<file path="config.mk">
export PLATFORM = sky130hd
export DESIGN_NAME = sm_imem_loader_flat
export DESIGN_NICKNAME = d
export VERILOG_FILES = /design/src/rtl/sm_imem_loader_if.sv /design/src/rtl/sm_imem_loader.sv /design/src/flat_wrapper.sv
export SDC_FILE = /design/constraint.sdc
export NUM_CORES = 1
export LEC_CHECK = 0
export ABC_AREA = 0
export BUFFER_PORTS_ARGS = -buffer_cell sky130_fd_sc_hd__buf_2
export CORE_MARGIN = 2
export CORE_UTILIZATION = 50
export CTS_CLUSTER_DIAMETER = 150
export DETAILED_ROUTE_END_ITERATION = 8
export GPL_ROUTABILITY_DRIVEN = 0
export PLACE_DENSITY = 0.7
export SLEW_MARGIN = 10
export SYNTH_ARGS = -nofsm -noshare
export SYNTH_HDL_FRONTEND = slang
export SYNTH_SLANG_ARGS = --single-unit
</file>
<file path="constraint.sdc">
create_clock -name clk -period 4.8 [get_ports clk]
set_clock_uncertainty 0.15 [all_clocks]
set_input_delay 0.24 -clock clk [delete_from_list [all_inputs] [get_ports clk]]
set_output_delay 0.24 -clock clk [all_outputs]
set_load 0.01 [all_outputs]
</file>
<file path="src/rtl/sm_imem_loader_if.sv">
// Byte-stream input and instruction-memory write port of the imem loader.
// master = the loader; slave = the byte source / memory side.
interface sm_imem_loader_if #(
   parameter int NODE_CNT = 16,
   parameter int AW       = 7
);
   // Stream handshake: a byte transfers in every cycle where in_valid && in_ready.
   // The loader holds in_ready at 1, so every valid byte is consumed in its cycle.
   logic                in_valid;
   logic [7:0]          in_data;
   logic                in_ready;
   logic                imem_we;
   logic [NODE_CNT-1:0] imem_sel;
   logic [AW-1:0]       imem_addr;
   logic [31:0]         imem_wdata;

   modport master (
      input  in_valid, in_data,
      output in_ready, imem_we, imem_sel, imem_addr, imem_wdata
   );

   modport slave (
      output in_valid, in_data,
      input  in_ready, imem_we, imem_sel, imem_addr, imem_wdata
   );
endinterface

</file>
<file path="src/rtl/sm_imem_loader.sv">
// Boot loader: parses A5/NODE/CNT/DATA/CSUM frames from a byte stream and
// writes little-endian words into the selected node instruction memories.
module sm_imem_loader #(
   parameter int SIZE          = 128,
   parameter int NODE_CNT      = 16,
   parameter int TIMEOUT       = 65535,
   parameter bit HOLD_AT_RESET = 1'b1
) (
   input  logic             clk,
   input  logic             rst_n,
   sm_imem_loader_if.master bus,
   output logic             cpu_hold,
   output logic             busy,
   output logic             done,
   output logic             err,
   output logic [1:0]       err_code,
   output logic [2:0]       dbg_state
);
   localparam int AW = $clog2(SIZE);
   localparam int IW = AW + 1;
   localparam int TW = $clog2(TIMEOUT + 1);

   typedef enum logic [2:0] {
      S_IDLE, S_NODE, S_CNT_LO, S_CNT_HI, S_DATA, S_CSUM, S_ERR
   } state_t;

   state_t              r_state, w_state_nx;
   logic [7:0]          r_xor, r_cnt_lo;
   logic [IW-1:0]       r_cnt, r_widx;
   logic [1:0]          r_bidx, r_code_pend, r_code, w_code_nx;
   logic [23:0]         r_word;
   logic [TW-1:0]       r_idle;
   logic                r_we, r_hold, r_done, r_err;
   logic [NODE_CNT-1:0] r_sel, w_sel_onehot;
   logic [AW-1:0]       r_addr;
   logic [31:0]         r_wdata;
   logic                w_tmo, w_byte, w_node_uni, w_node_bc, w_last_word;
   logic [15:0]         w_count;

   // A timeout in the same cycle as a byte wins; that byte is dropped.
   assign w_tmo        = (r_state != S_IDLE) && (r_state != S_ERR) && (r_idle == TW'(TIMEOUT));
   assign w_byte       = bus.in_valid && !w_tmo;
   assign w_node_uni   = int'(bus.in_data) < NODE_CNT;
   assign w_node_bc    = bus.in_data == 8'hFF;
   assign w_count      = {bus.in_data, r_cnt_lo};
   assign w_last_word  = (r_bidx == 2'd3) && ((r_widx + IW'(1)) == r_cnt);
   assign w_sel_onehot = NODE_CNT'(1) << bus.in_data;

   always_comb begin
      w_state_nx = r_state;
      w_code_nx  = r_code_pend;
      if (r_state == S_ERR) begin
         w_state_nx = S_IDLE;
      end else if (w_tmo) begin
         w_state_nx = S_ERR;
         w_code_nx  = 2'd3;
      end else if (w_byte) begin
         case (r_state)
            S_IDLE:   if (bus.in_data == 8'hA5) w_state_nx = S_NODE;
            S_NODE: begin
               if (w_node_uni || w_node_bc) begin
                  w_state_nx = S_CNT_LO;
               end else begin
                  w_state_nx = S_ERR;
                  w_code_nx  = 2'd0;
               end
            end
            S_CNT_LO: w_state_nx = S_CNT_HI;
            S_CNT_HI: begin
               if (int'(w_count) > SIZE) begin
                  w_state_nx = S_ERR;
                  w_code_nx  = 2'd1;
               end else if (w_count == 16'd0) begin
                  w_state_nx = S_CSUM;
               end else begin
                  w_state_nx = S_DATA;
               end
            end
            S_DATA:   if (w_last_word) w_state_nx = S_CSUM;
            S_CSUM: begin
               if (bus.in_data == r_xor) begin
                  w_state_nx = S_IDLE;
               end else begin
                  w_state_nx = S_ERR;
                  w_code_nx  = 2'd2;
               end
            end
            default:  w_state_nx = S_IDLE;
         endcase
      end
   end

   always_ff @(posedge clk or negedge rst_n) begin
      if (!rst_n) r_state <= S_IDLE;
      else        r_state <= w_state_nx;
   end

   always_ff @(posedge clk or negedge rst_n) begin
      if (!rst_n) begin
         r_xor <= '0; r_cnt_lo <= '0; r_cnt <= '0; r_widx <= '0; r_bidx <= '0;
         r_code_pend <= '0; r_code <= '0; r_word <= '0; r_idle <= '0;
         r_we <= 1'b0; r_hold <= HOLD_AT_RESET; r_done <= 1'b0; r_err <= 1'b0;
         r_sel <= '0; r_addr <= '0; r_wdata <= '0;
      end else begin
         r_we        <= 1'b0;
         r_done      <= 1'b0;
         r_code_pend <= w_code_nx;
         if (r_state == S_IDLE || r_state == S_ERR || w_byte) r_idle <= '0;
         else if (r_idle != TW'(TIMEOUT))                    r_idle <= r_idle + TW'(1);
         if (r_state == S_ERR) begin
            r_err  <= 1'b1;
            r_code <= r_code_pend;
         end
         if (w_byte) begin
            case (r_state)
               S_IDLE: begin
                  if (bus.in_data == 8'hA5) begin
                     r_hold <= 1'b1; r_err <= 1'b0; r_code <= 2'd0;
                     r_xor  <= '0;   r_widx <= '0;  r_bidx <= '0;
                  end
               end
               S_NODE: begin
                  r_xor <= r_xor ^ bus.in_data;
                  if (w_node_uni)     r_sel <= w_sel_onehot;
                  else if (w_node_bc) r_sel <= '1;
               end
               S_CNT_LO: begin
                  r_xor    <= r_xor ^ bus.in_data;
                  r_cnt_lo <= bus.in_data;
               end
               S_CNT_HI: begin
                  r_xor <= r_xor ^ bus.in_data;
                  r_cnt <= w_count[IW-1:0];
               end
               S_DATA: begin
                  r_xor  <= r_xor ^ bus.in_data;
                  r_bidx <= r_bidx + 2'd1;
                  case (r_bidx)
                     2'd0: r_word[7:0]   <= bus.in_data;
                     2'd1: r_word[15:8]  <= bus.in_data;
                     2'd2: r_word[23:16] <= bus.in_data;
                     default: begin
                        r_we    <= 1'b1;
                        r_addr  <= r_widx[AW-1:0];
                        r_wdata <= {bus.in_data, r_word};
                        r_widx  <= r_widx + IW'(1);
                     end
                  endcase
               end
               S_CSUM: begin
                  if (bus.in_data == r_xor) begin
                     r_done <= 1'b1;
                     r_hold <= 1'b0;
                  end
               end
               default: ;
            endcase
         end
      end
   end

   assign bus.in_ready   = 1'b1;
   assign bus.imem_we    = r_we;
   assign bus.imem_sel   = r_sel;
   assign bus.imem_addr  = r_addr;
   assign bus.imem_wdata = r_wdata;
   assign cpu_hold       = r_hold;
   assign busy           = r_state != S_IDLE;
   assign done           = r_done;
   assign err            = r_err;
   assign err_code       = r_code;
   assign dbg_state      = r_state;
endmodule
</file>
<file path="src/flat_wrapper.sv">
// flat-port wrapper written by rule: the top's interface ports become plain ports
module sm_imem_loader_flat 
#(
   parameter int SIZE          = 128,
   parameter int NODE_CNT      = 16,
   parameter int TIMEOUT       = 65535,
   parameter bit HOLD_AT_RESET = 1'b1
)
  (clk, rst_n, cpu_hold, busy, done, err, err_code, dbg_state, bus_in_valid, bus_in_data, bus_in_ready, bus_imem_we, bus_imem_sel, bus_imem_addr, bus_imem_wdata);
  sm_imem_loader_if #(.NODE_CNT(NODE_CNT)) bus_i ();
  input  logic clk;
  input  logic rst_n;
  output logic cpu_hold;
  output logic busy;
  output logic done;
  output logic err;
  output logic [1:0] err_code;
  output logic [2:0] dbg_state;
  input wire logic [$bits(bus_i.in_valid)-1:0] bus_in_valid;
  input wire logic [$bits(bus_i.in_data)-1:0] bus_in_data;
  output wire logic [$bits(bus_i.in_ready)-1:0] bus_in_ready;
  output wire logic [$bits(bus_i.imem_we)-1:0] bus_imem_we;
  output wire logic [$bits(bus_i.imem_sel)-1:0] bus_imem_sel;
  output wire logic [$bits(bus_i.imem_addr)-1:0] bus_imem_addr;
  output wire logic [$bits(bus_i.imem_wdata)-1:0] bus_imem_wdata;
  assign bus_i.in_valid = bus_in_valid;
  assign bus_i.in_data = bus_in_data;
  assign bus_in_ready = bus_i.in_ready;
  assign bus_imem_we = bus_i.imem_we;
  assign bus_imem_sel = bus_i.imem_sel;
  assign bus_imem_addr = bus_i.imem_addr;
  assign bus_imem_wdata = bus_i.imem_wdata;
  sm_imem_loader #(.SIZE(SIZE), .NODE_CNT(NODE_CNT), .TIMEOUT(TIMEOUT), .HOLD_AT_RESET(HOLD_AT_RESET)) u_core (.clk(clk), .rst_n(rst_n), .bus(bus_i), .cpu_hold(cpu_hold), .busy(busy), .done(done), .err(err), .err_code(err_code), .dbg_state(dbg_state));
endmodule
</file>
==> flow_summary.toml, run 1 <==
[run_status]
status = "finished clean"

[logic_synthesis]
ys_types = 63
synth_fp_nets = 617
synthFlopType = "dfrtp_1"
netlist_instances = 600
ys_warn_count = 0
synth-seq-area-share_pct = 54.1
synth-seq-cells = 140
syn_area_per_cell_um2 = 10.8
syn_area_um2 = 6470
synth_edf_count = 0
synth-async-reset-ratio_pct = 100

[route]
finalWirelength_um = 13900
num_vias = 4634
via_per_inst = 5.48
drt-initial-drc-count = 324
wl_per_cell_um = 16.4
firstDrtPassIters = 4
drc = 0
ant_nets = 0

[placement]
io_buffers = 75
place_inst = 813
place_area_um2 = 6920
dp_hpwl_um = 9400

[worst_setup_path]
required_ns = 4.96
critPathKind = "reg2reg"
cp_slowest_cell = "nor4_4"
start_kind = "register"
path_cells = "xor2_1, o21bai_4, o21ai_2, nor4_4, buf_4, o211ai_1, o21a_1"
reg2reg_slack_ns = 1.91
ff2ff_path_depth = 7
r2r-start = "u_core.dbg_state[2]$_DFFE_PN0P_"
end_kind = "register"
reg2reg_to = "u_core.bus.imem_sel[13]$_DFFE_PN0P_"
cp_max_fo = 19
max_stage_delay_ns = 0.73
critPathArrivalTime_ns = 3.05
startpoint = "u_core.dbg_state[2]$_DFFE_PN0P_"

[die]
start_util_pct = 51.3
dieArea_um2 = 13900
core-area_um2 = 12600
pin_count = 77
die_w_um = 118
rows = 41
die_h_um = 118

[timing]
slew_viol_final = 0
fin_crit_ns = 2.89
final-setup-viol-count = 0
fin_crit_sh_pct = 60.2
tightest_slew_ns = 1.01
finalHoldViolCount = 0
rsz0062_at_grt = "false"
maxSlewHeadroom_pct = 32.3
final.setup.tns_ns = 0
max_freq_mhz = 346

[cells_and_area]
drive_gt1_share_pct = 25.7
fill_cells = 1054
diodes = 0
final_core_util_pct = 60.4
nNetsFinal = 678
final_cell_count_no_fill = 846
fin_area_um2 = 7630
area_growth_syn_to_layout_pct = 17.8

[clock_network]
clock_sinks = 140
root_buffer = "clkbuf_16"
post_cts_buffers = 0
cts-buffers-inserted = 17
clk_path_buf_depth = 2
worstSkewPairLatency_ns = 0.42
htreeDepth = 4
tritoncts = "yes"
clk_pin_slew_ns = 0.06

[grt]
grt_pass1_vias = 4689
gr-usage-met1_pct = 28.4
met2_usage_pct = 34.1
grt_pass1_wl_um = 23600
grt-busiest-layer = "met2"
grt_start_max_net_pins = 98
grt_overflow = 0
grtUsageMet3_pct = 4.94
antenna_found_initial = 0
grt_use_total_pct = 21.4

[worst_hold_path]
holdPathStages = 3
min_from = "bus_in_data[6]"
worst_hold_path_type = "in2reg"
hold_end = "u_core.r_xor[6]$_DFFE_PN0P_"

[power_and_ir_drop]
power.density_nw_per_um2 = 591
total_power_mw = 4.51
vdd_drop_max_mv = 0.230
leakage_nw = 3.76

[flow_run]
maxCapViolCount = 0
where the power goes:
group          total, mW  internal [mW]  switching (mW)
logic               1.10          0.520           0.583
registers           1.87           1.57           0.307
clock network       1.53           1.05           0.480
flip-flops by register name (all words and copies together) (netlist names), 2 cells and up:
signal,cells
u_core.bus.imem_wdata,32
u_core.r_word,24
u_core.bus.imem_sel,16
u_core.r_idle,16
u_core.r_cnt,8
u_core.r_cnt_lo,8
u_core.r_widx,8
u_core.r_xor,8
u_core.bus.imem_addr,7
u_core.dbg_state,3
u_core.err_code,2
u_core.r_bidx,2
u_core.r_code_pend,2
worst max-delay path by stage:
| stage | end | slack [ns] | cells past startpoint |
|---|---|---|---|
| 5_1_grt | u_core.bus.imem_sel[5]$_DFFE_PN0P_ | 1.64 | 7 |
| 2_1_floorplan | u_core.r_cnt_lo[0]$_DFFE_PN0P_ | 2.54 | 7 |
| 6_report | u_core.bus.imem_sel[13]$_DFFE_PN0P_ | 1.91 | 7 |
| 3_3_place_gp | u_core.bus.imem_sel[5]$_DFFE_PN0P_ | 1.76 | 8 |
| 4_1_cts | u_core.bus.imem_sel[5]$_DFFE_PN0P_ | 1.92 | 7 |
| 3_5_place_dp | u_core.bus.imem_sel[5]$_DFFE_PN0P_ | 1.67 | 8 |
worst max-delay path, delay by kind of cell, from the launching register on:
| family | cells | cell delay, ns |
|---|---|---|
| AO/OA/AOI/OAI | 4 | 0.64 |
| flip-flops | 1 | 0.69 |
| AND/OR/NAND/NOR | 1 | 0.73 |
| buffers and inverters | 1 | 0.32 |
| XOR/XNOR | 1 | 0.24 |
placed cells by master, fill, tap and decap left out, types with 12 or more instances in the layout:
| cell | count |
|---|---|
| a21oi_1 | 16 |
| buf_2 | 74 |
| clkbuf_16 | 17 |
| dfrtp_1 | 139 |
| mux2_2 | 47 |
| nand2_1 | 95 |
| nand2b_1 | 12 |
| nand4_1 | 12 |
| nor2_1 | 45 |
| o21a_1 | 12 |
| o21ai_0 | 20 |
| xor2_1 | 24 |
stage by stage:
stage | setup WS (ns) | hold slack (ns)
after floorplan | 2.54 | -0.206
after global placement | 1.76 | 0.236
after detailed placement | 1.67 | 0.246
after CTS | 1.92 | 0.0617
after global routing | 1.64 | 0.0892
final | 1.91 | 0.0827
cells in the mapped netlist (all sizes together), types with 2 or more instances:
| cell type | instances | area, µm² |
|---|---|---|
| a211o | 3 | 26.3 |
| a211oi | 2 | 20.0 |
| a21o | 3 | 22.5 |
| a21oi | 16 | 80.1 |
| a22o | 2 | 17.5 |
| a31oi | 3 | 18.8 |
| and2 | 3 | 18.8 |
| and3 | 8 | 50.1 |
| and4 | 3 | 26.3 |
| buf | 22 | 118 |
| clkbuf | 15 | 56.3 |
| dfrtp | 139 | 3480 |
| ha | 6 | 75.1 |
| inv | 7 | 26.3 |
| mux2 | 55 | 619 |
| nand2 | 98 | 375 |
| nand2b | 12 | 75.1 |
| nand3 | 11 | 60.1 |
| nand3b | 6 | 45.0 |
| nand4 | 14 | 109 |
| nor2 | 46 | 175 |
| nor3 | 8 | 45.0 |
| nor4 | 7 | 73.8 |
| o2111ai | 3 | 26.3 |
| o211ai | 10 | 75.1 |
| o21a | 12 | 90.1 |
| o21ai | 29 | 149 |
| o21bai | 2 | 26.3 |
| o311ai | 2 | 17.5 |
| o31ai | 2 | 15.0 |
| or2 | 3 | 21.3 |
| or3 | 3 | 18.8 |
| or4 | 2 | 15.0 |
| xnor2 | 8 | 70.1 |
| xor2 | 24 | 210 |
metal layers:
layer  vias up  routed length [µm]
met2        97                6830
met4         0                 228
met5         -                   0
li1       2211                   -
met1      2308                6180
met3        18                 629
kinds of logic (layout without fill, tap and decap cells):
logic type | Yosys count | count (layout) | share of synthesized area, %
AND/OR/NAND/NOR | 225 | 225 | 17.2
flip-flops | 140 | 140 | 54.1
AO/OA/AOI/OAI | 95 | 95 | 9.93
multiplexers | 56 | 56 | 9.72
buffers and inverters | 44 | 118 | 3.09
XOR/XNOR | 33 | 33 | 4.68
adder cells (fa/ha/maj) | 6 | 6 | 1.16
other | 1 | 1 | 0.0579
timing repair:
action,CTS,global route
hold buffers,1,0
hold endpoints to repair,95,0
resized for setup,0,0
cell type report:
class / count / area (µm²) / area share, %
clock buffer: 20 / 457 / 5.99
clock inverter: 12 / 240 / 3.15
multi-input combinational: 416 / 2770 / 36.3
inverter: 7 / 26.3 / 0.345
sequential: 140 / 3500 / 46.0
tap: 172 / 215 / 2.82
timing repair buffer: 79 / 414 / 5.43
Power figures use the tool's default switching activity.
==> inputs of run 2 (changes only) <==
- PLACE_DENSITY: 0.7 -> 0.73
- clock period: 4.8 -> 2.5 ns (I/O delays scaled with it)
==> flow_summary.toml, run 2 (same netlist as run 1, synthesis figures left out) <==
[power_and_ir_drop]
vdd_drop_max_mv = 0.669
total_power_mw = 8.46
leakage_nw = 3.88
power.density_nw_per_um2 = 1080

[cells_and_area]
area_growth_syn_to_layout_pct = 20.9
mostFrequentLayoutCells = "dfrtp_1, nand2_1, buf_2, mux2_2, nor2_1"
nNetsFinal = 708
fill_cells = 1013
largest_reg_flops = 32
drive_gt1_share_pct = 27.9
diodes = 0
final_common_cell = "dfrtp_1"

[die]
core-area_um2 = 12600
rows = 41
start_util_pct = 51.3
pin_count = 77
die_h_um = 118
die_w_um = 118
dieArea_um2 = 13900

[placement]
dpl_worst_slack_ns = 0.129
io_buffers = 75
dp_hpwl_um = 10200

[route]
finalWirelength_um = 14900
via_per_inst = 5.58
firstDrtPassIters = 5
ant_nets = 0
drt-initial-drc-count = 372
wl_per_cell_um = 17.0
drc = 0
num_vias = 4880

[grt]
grt_overflow = 0
grt_pass1_wl_um = 25000
grt_pass1_vias = 4979
grt_start_max_net_pins = 74
antenna_found_initial = 0
grt_use_total_pct = 22.7

[clock_network]
tritoncts = "yes"
post_cts_buffers = 0
htreeDepth = 4
root_buffer = "clkbuf_16"
clk_pin_slew_ns = 0.06
worstSkewPairLatency_ns = 0.42
clk_path_buf_depth = 2
clock_sinks = 140
cts-buffers-inserted = 17

[timing]
tightest_slew_ns = 0.716
rsz0062_at_grt = "false"
setup_ws_ns = 0.0955
final.setup.tns_ns = 0
fin_crit_sh_pct = 96.2
maxSlewHeadroom_pct = 52.2
final-setup-viol-count = 0
slew_viol_final = 0
finalHoldViolCount = 0
fin_crit_ns = 2.40
max_freq_mhz = 416

[worst_setup_path]
start_kind = "input port"
required_ns = 2.65
end_kind = "register"
critPathArrivalTime_ns = 2.55
critPathKind = "in2reg"
cp_max_fo = 8

[worst_hold_path]
worst_hold_path_type = "in2reg"

[flow_run]
maxCapViolCount = 0

[run_status]
status = "finished clean"
run 2: cell count changes in the layout (fill, tap and decap cells not counted), moves of 2 or more:
cell,change
buf_12,+3
clkinv_4,+2
buf_4,+21
dlygate4sd3_1,+6
bufinv_16,-3
run 2: cell type report:
class	instances	area (µm²)	share of cell area (%)
clock buffers	19	443	5.66
clock inverters	11	169	2.16
inverters	7	26.3	0.336
multi-input cells	416	2780	35.5
flip-flops and latches	140	3500	44.8
well taps	172	215	2.75
repair buffers	109	692	8.84
run 2: path summary, 6_finish.rpt:
path,from,endpoint,slack (ns),cells past startpoint
worst min-delay path,bus_in_data[5],u_core.r_xor[5]$_DFFE_PN0P_,0.03,3
worst min register to register,u_core.bus.imem_wdata[13]$_DFFE_PN0P_,u_core.bus.imem_wdata[13]$_DFFE_PN0P_,0.32,2
worst max-delay path,bus_in_data[1],u_core.r_widx[6]$_DFFE_PN0P_,0.1,8
max in group asynchronous,rst_n,u_core.cpu_hold$_DFFE_PN1P_,1.28,3
min in group asynchronous,rst_n,u_core.bus.imem_wdata[21]$_DFFE_PN0P_,0.15,2
worst max register to register,u_core.r_idle[0]$_DFFE_PN0P_,u_core.r_cnt_lo[4]$_DFFE_PN0P_,0.13,6
run 2: critical path, stage by stage:
cell	delay, ns
dlygate4sd3_1	0.53
buf_2	0.17
or4_1	0.61
nor3_1	0.26
a21oi_1	0.06
or3_1	0.48
a21oi_1	0.22
a21oi_1	0.09
run 2: through the flow:
step	cell area, µm²	util, %	cells	hold WS, ns
floorplan	6470	-	600	-0.321
global placement	7140	56.6	837	0.0348
detailed placement	7140	56.6	837	0.0432
CTS	7820	62.0	874	0.0120
global route	7830	62.0	874	0.0231
finish	7830	62.0	874	0.0272
run 2: layer usage:
layer  vias to the layer above  wire length (µm)  global-route usage (%)
met3                        24               742                    5.28
li1                       2267                 -                       -
met4                         0               296                    9.04
met1                      2433              6580                    30.8
met2                       156              7240                    35.6
met5                         -                 0                       0
run 2: where the power goes:
part / internal [mW] / leakage (nW) / switching (mW) / total [mW]
logic: 1.08 / 1.74 / 1.24 / 2.32
clock network: 1.68 / 0.299 / 0.937 / 2.62
registers: 3.01 / 1.84 / 0.523 / 3.53
total: 5.77 / 3.88 / 2.70 / 8.46
run 2: what timing repair did:
action / 4_1_cts / 5_1_grt
resized for setup: 0 / 1
hold endpoints to repair: 80 / 0
endpoints found under the setup margin: 0 / 1
hold buffers: 7 / 0
